`config.mk`:
```
export PLATFORM = sky130hd
export DESIGN_NAME = rcdbpot_seq
export DESIGN_NICKNAME = d
export VERILOG_FILES = /design/src/rtl/rcdbpot_seq.sv
export SDC_FILE = /design/constraint.sdc
export NUM_CORES = 1
export LEC_CHECK = 0
export CORE_AREA = 8 8 229 231
export DETAILED_ROUTE_END_ITERATION = 8
export DIE_AREA = 0 0 237 239
export SLEW_MARGIN = 20
export SYNTH_ARGS = -nofsm -noshare
export SYNTH_HDL_FRONTEND = slang
export SYNTH_SLANG_ARGS = --single-unit
```
`constraint.sdc`:
```
create_clock -name clk -period 5.95 [get_ports clk]
set_clock_uncertainty 0.15 [all_clocks]
set_input_delay 1.19 -clock clk [delete_from_list [all_inputs] [get_ports clk]]
set_output_delay 1.19 -clock clk [all_outputs]
set_load 0.005 [all_outputs]
```
`src/rtl/rcdbpot_seq.sv`:
```
// Job sequencer around one rounding/clamping divide-by-power-of-two unit: bias add,
// requantize to int8, pack four bytes per word into a small output FIFO.
module rcdbpot_seq #(
    parameter int FIFO_DEPTH = 4,
    parameter int LEN_W      = 16
) (
    input  logic             clk,
    input  logic             reset_n,
    input  logic             cfg_valid,
    input  logic [31:0]      cfg_exponent,
    input  logic [31:0]      cfg_bias,
    input  logic [LEN_W-1:0] cfg_len,
    output logic             busy,
    output logic             done,
    input  logic             in_valid,
    input  logic [31:0]      in_data,
    output logic             in_ready,
    output logic             out_valid,
    output logic [31:0]      out_data,
    input  logic             out_ready
);

    localparam int PTR_W = (FIFO_DEPTH > 1) ? $clog2(FIFO_DEPTH) : 1;
    localparam int CNT_W = PTR_W + 1;

    typedef enum logic [1:0] {
        ST_IDLE,
        ST_RUN,
        ST_FLUSH,
        ST_DONE
    } state_t;

    state_t             state_q, state_d;
    logic [31:0]        exp_q, exp_d;
    logic [31:0]        bias_q, bias_d;
    logic [LEN_W-1:0]   rem_q, rem_d;
    logic               s1_valid_q, s1_valid_d;
    logic [31:0]        s1_sum_q, s1_sum_d;
    logic [23:0]        pack_q, pack_d;
    logic [1:0]         pack_cnt_q, pack_cnt_d;
    logic [31:0]        mem_q [FIFO_DEPTH];
    logic [31:0]        mem_d [FIFO_DEPTH];
    logic [PTR_W-1:0]   wr_ptr_q, wr_ptr_d;
    logic [PTR_W-1:0]   rd_ptr_q, rd_ptr_d;
    logic [CNT_W-1:0]   count_q, count_d;

    logic               accept;
    logic               push;
    logic               pop;
    logic               fifo_full;
    logic [31:0]        push_word;
    logic [7:0]         req_byte;

    logic [3:0]         shift;
    logic [31:0]        mask;
    logic [31:0]        rem_bits;
    logic [31:0]        thresh;
    logic signed [31:0] shifted;
    logic signed [31:0] rounded;
    logic [7:0]         clamped;

    logic               unused_exp;
    assign unused_exp = ^exp_q[31:3];

    // Requantizer: shifted magnitude is below 2^27, so the +1 round cannot overflow.
    always_comb begin
        case (exp_q[2:0])
            3'd7:       shift = 4'd9;
            3'd3:       shift = 4'd5;
            3'd1, 3'd5: shift = 4'd7;
            3'd2, 3'd6: shift = 4'd6;
            default:    shift = 4'd8;
        endcase
        mask     = (32'd1 << shift) - 32'd1;
        rem_bits = s1_sum_q & mask;
        thresh   = (mask >> 1) + {31'd0, s1_sum_q[31]};
        shifted  = $signed(s1_sum_q) >>> shift;
        rounded  = shifted + ((rem_bits > thresh) ? 32'sd1 : 32'sd0);
        if (rounded[31]) begin
            clamped = 8'd0;
        end else if (rounded > 32'sd255) begin
            clamped = 8'd255;
        end else begin
            clamped = rounded[7:0];
        end
        req_byte = clamped - 8'd128;
    end

    always_comb begin
        state_d    = state_q;
        exp_d      = exp_q;
        bias_d     = bias_q;
        rem_d      = rem_q;
        pack_d     = pack_q;
        pack_cnt_d = pack_cnt_q;
        push       = 1'b0;
        push_word  = '0;
        done       = 1'b0;
        busy       = (state_q != ST_IDLE);

        fifo_full = (count_q == CNT_W'(FIFO_DEPTH));
        in_ready  = (state_q == ST_RUN) && (rem_q != '0) &&
                    (count_q <= CNT_W'(FIFO_DEPTH - 2));
        accept    = in_ready && in_valid;
        pop       = (count_q != '0) && out_ready;

        s1_valid_d = accept;
        s1_sum_d   = accept ? (in_data + bias_q) : s1_sum_q;

        if (s1_valid_q) begin
            if (pack_cnt_q == 2'd3) begin
                push       = 1'b1;
                push_word  = {req_byte, pack_q};
                pack_d     = '0;
                pack_cnt_d = 2'd0;
            end else begin
                case (pack_cnt_q)
                    2'd0:    pack_d[7:0]   = req_byte;
                    2'd1:    pack_d[15:8]  = req_byte;
                    default: pack_d[23:16] = req_byte;
                endcase
                pack_cnt_d = pack_cnt_q + 2'd1;
            end
        end

        case (state_q)
            ST_IDLE: begin
                if (cfg_valid) begin
                    exp_d   = cfg_exponent;
                    bias_d  = cfg_bias;
                    rem_d   = cfg_len;
                    state_d = (cfg_len == '0) ? ST_DONE : ST_RUN;
                end
            end
            ST_RUN: begin
                if (accept) begin
                    rem_d = rem_q - LEN_W'(1);
                end
                // s1 empty with nothing remaining: the last byte already sits in the packer.
                if ((rem_q == '0) && !s1_valid_q) begin
                    state_d = ST_FLUSH;
                end
            end
            ST_FLUSH: begin
                if (pack_cnt_q == 2'd0) begin
                    state_d = ST_DONE;
                end else if (!fifo_full) begin
                    push       = 1'b1;
                    push_word  = {8'h00, pack_q};
                    pack_d     = '0;
                    pack_cnt_d = 2'd0;
                    state_d    = ST_DONE;
                end
            end
            default: begin
                done    = 1'b1;
                state_d = ST_IDLE;
            end
        endcase
    end

    always_comb begin
        mem_d    = mem_q;
        wr_ptr_d = wr_ptr_q;
        rd_ptr_d = rd_ptr_q;
        count_d  = count_q;
        if (push) begin
            mem_d[wr_ptr_q] = push_word;
            wr_ptr_d        = wr_ptr_q + PTR_W'(1);
        end
        if (pop) begin
            rd_ptr_d = rd_ptr_q + PTR_W'(1);
        end
        case ({push, pop})
            2'b10:   count_d = count_q + CNT_W'(1);
            2'b01:   count_d = count_q - CNT_W'(1);
            default: count_d = count_q;
        endcase
    end

    assign out_valid = (count_q != '0);
    assign out_data  = out_valid ? mem_q[rd_ptr_q] : '0;

    always_ff @(posedge clk) begin
        if (!reset_n) begin
            state_q    <= ST_IDLE;
            exp_q      <= '0;
            bias_q     <= '0;
            rem_q      <= '0;
            s1_valid_q <= 1'b0;
            s1_sum_q   <= '0;
            pack_q     <= '0;
            pack_cnt_q <= '0;
            mem_q      <= '{default: '0};
            wr_ptr_q   <= '0;
            rd_ptr_q   <= '0;
            count_q    <= '0;
        end else begin
            state_q    <= state_d;
            exp_q      <= exp_d;
            bias_q     <= bias_d;
            rem_q      <= rem_d;
            s1_valid_q <= s1_valid_d;
            s1_sum_q   <= s1_sum_d;
            pack_q     <= pack_d;
            pack_cnt_q <= pack_cnt_d;
            mem_q      <= mem_d;
            wr_ptr_q   <= wr_ptr_d;
            rd_ptr_q   <= rd_ptr_d;
            count_q    <= count_d;
        end
    end

    always_ff @(posedge clk) begin
        if (reset_n) begin
            assert (!(push && fifo_full));
        end
    end

endmodule

```
==> impl_metrics.tcl <==
set metrics [dict create \
    yosysTopAreaCell "dfxtp_1" \
    cts_made_buffers 28 \
    cp.depth 24 \
    final_antenna_net_count 0 \
    path_class "register to register" \
    grt_max_degree 59 \
    post-route-min-period_ns 5.486 \
    worst_slew_margin_rel_pct 37.75 \
    synth_top_area_share_pct 34.18 \
    ys.flop_type "dfxtp_1" \
    drc_errors 0 \
    cts_max_level 1 \
    fmax_mhz 182.3 \
    post_drt_wl_per_cell_um 16.12 \
    drt_pass1_iterations 5 \
    clk_latency_ns 0.56 \
    core-area_sq_mm 0.04855 \
    first_iter_violations 674 \
    p_per_area_mw_per_mm2 332.5 \
    ys_ff_latch 247 \
    synth_area_sq_mm 0.01447 \
    n_fill_cell 4975 \
    min_path_cells 2 \
    slowest_stage "or4_4" \
    grt.overflow.total 0 \
    setup_viol 0 \
    synth_area_leaders "dfxtp_1 (34%), nand2_1 (11%), mux4_2 (8.9%), ha_1 (7.2%), a21oi_1 (4.7%)" \
    antenna_found_initial 1 \
    cp.required_ns 6.24 \
    ios 153 \
    dp_hpwl_mm 28.71 \
    path_clk_slew_ns 0.06 \
    r2r_slack_ns 0.46 \
    post_cts_resized 0 \
    path_max_fanout 8 \
    syn_to_final_growth_pct 20.65 \
    multiInputGateArea_sq_mm 0.009143 \
    tightest_slew_ns 0.9324 \
    postCtsSetupBuffers 0 \
    grtUsageTotal_pct 13.93 \
    setup_tns_ns 0 \
    crit_arrival_ns 5.77 \
    power.total_mw 5.805 \
    yosysSeqAreaShare_pct 34.18 \
    num_vias 12734 \
    synthArstFlopShare_pct 0 \
    cts_hold_buf 0 \
    status "complete, no violations" \
    dieHeight_um 239 \
    synth_cell_types 74 \
    cp-end-kind "register" \
    first_global_vias 12706 \
    most-common-layout-cells "nand2_1 (423), dfxtp_1 (245), a21oi_1 (136)" \
    vias_per_cell 5.071 \
    crit_path_start_kind "register" \
    die_x_um 237 \
    max_stage_delay_ns 0.51 \
    clockBufferDepth 3 \
    ir_drop_mv 0.2072 \
    crit_chain "ha_1 > ha_1 > inv_1 > ha_1 > nor2b_1 > o21a_1 > o21a_1 > o21a_1 > o21a_1 > o21a_1 > o21a_1 > o21ai_0 > a211o_1 > a31oi_1 > ha_1 > ha_1 > nand3_1 > or4_4 > a2111oi_2 > o21ai_0 > a221oi_2 > nand4_2 > nor3_4 > o21ai_0" \
    start_util_pct 29.80 \
    worst-path-buf-inv 1 \
    grt_pass1_wl_mm 66.07 \
    rsz0062_at_grt "false" \
    cts_root_buffer "clkbuf_16" \
    antenna_cells 0 \
    min_path_type "register to register" \
    drive_above_1_share_pct 9.264 \
    die-area_sq_mm 0.05664 \
    reg2reg_depth 24 \
    port_buffers 123 \
    finalHoldViolCount 0 \
    ys_warn_count 0 \
    nets 2076 \
    syn_inst 1745 \
    final-seq-area_sq_mm 0.004947 \
    place_congestion 0.8607 \
    final_common_cell "nand2_1" \
    num_rows 81 \
    avgSynthCellArea_sq_um 8.292 \
    synth_edf_count 0 \
    drv_cap 0 \
    critPathTopFamily "compound AO/OA/AOI/OAI gates" \
    numClockSinks 247 \
    routed_wl_mm 40.47 \
    cts_tree "built" \
    period_share_pct 92.20 \
    leakagePower_nw 6.467 \
    crit_top_cell "o21a_1" \
    slew_viol_final 0 \
]
-- area by class of cell --
class                   count  area share (%)
well taps                 622           4.458
clock inverters             7          0.7956
multi-input cells        1399           52.37
repair buffers            156           8.443
flip-flops and latches    247           28.34
clock buffers              38           4.688
inverters                  42          0.9031
-- per-layer routing --
layer | vias to the layer above | wire (um) | GRT usage [%] | part of all wire [%]
li1 | 6359 | - | - | -
met1 | 5968 | 18840 | 18.26 | 47
met2 | 340 | 18520 | 23.46 | 46
met3 | 65 | 2312 | 2.582 | 5.7
met4 | 2 | 784 | 3.464 | 1.9
met5 | - | 13 | 0 | 0.032
-- stage by stage --
| step | util [%] | hold WS, ns | instance area [sq um] | std cells | setup WS (ns) |
|---|---|---|---|---|---|
| 2_1_floorplan | - | 0.2698 | 14630 | 1789 | 1.047 |
| 3_3_place_gp | 33.96 | 0.2782 | 16490 | 2466 | 0.5094 |
| 3_5_place_dp | 33.96 | 0.2921 | 16490 | 2466 | 0.4720 |
| 4_1_cts | 35.93 | 0.3045 | 17440 | 2511 | 0.4622 |
| 5_1_grt | 35.96 | 0.3144 | 17460 | 2511 | 0.05323 |
| 6_report | 35.96 | 0.3021 | 17460 | 2511 | 0.4641 |
-- cells by family (layout without fill, tap and decap cells) --
logic type / Yosys count / in the layout / share of synthesized area [%]
xor gates and xnor gates: 43 / 43 / 2.603
other: 2 / 46 / 0.05190
DFF: 247 / 247 / 34.18
muxes: 76 / 76 / 10.23
adders and majority gates: 85 / 85 / 7.454
AOI/OAI and AO/OA: 444 / 444 / 19.59
buffers and inverters: 143 / 243 / 3.891
and+or+nand+nor: 705 / 705 / 22.01
-- cell usage after synthesis (5+ instances only) --
library cell / n
nand2_1: 425
dfxtp_1: 247
a21oi_1: 136
o21ai_0: 106
ha_1: 83
clkbuf_1: 80
nor2_1: 73
a21boi_0: 68
and2_1: 65
mux4_2: 57
inv_1: 41
a21o_1: 26
xor2_1: 24
nand3_1: 22
nor3_1: 21
nand4_1: 19
xnor2_1: 19
mux2i_1: 14
nor2b_1: 14
buf_1: 11
or3_1: 11
a31oi_1: 10
nand2b_1: 10
o211ai_1: 9
a32o_1: 8
o21a_1: 8
o221a_2: 8
o22ai_1: 8
and3_1: 7
nor4_1: 7
o31ai_1: 7
buf_2: 6
or2_2: 6
a211oi_1: 5
mux2_2: 5
-- sequential cells by signal, indices dropped and copies added (netlist names) --
name / flops
mem_q: 128
bias_q: 32
s1_sum_q: 32
pack_q: 24
rem_q: 16
count_q: 3
exp_q: 3
pack_cnt_q: 2
rd_ptr_q: 2
state_q: 2
wr_ptr_q: 2
s1_valid_q: 1
-- worst min-delay path: cells and delay by family, from the launching register on --
kind | cells | cell delay (ns)
AOI/OAI and AO/OA | 1 | 0.05
DFF | 1 | 0.32
and+or+nand+nor | 1 | 0.04
-- power breakdown --
part | switching [mW] | leakage (nW) | internal [mW]
combinational | 1.20 | 3.99 | 0.831
clock | 0.700 | 0.471 | 1.09
sequential | 0.172 | 2.00 | 1.81
-- path summary, 6_finish.rpt --
kind                                                start                endpoint
worst max register to register  s1_sum_q[31]$_SDFFE_PN0P_  mem_q[94]$_SDFFE_PN0P_
worst min-delay path               mem_q[59]$_SDFFE_PN0P_  mem_q[59]$_SDFFE_PN0P_
worst max-delay path            s1_sum_q[31]$_SDFFE_PN0P_  mem_q[94]$_SDFFE_PN0P_
worst min register to register     mem_q[59]$_SDFFE_PN0P_  mem_q[59]$_SDFFE_PN0P_
Power figures use the tool's default switching activity.
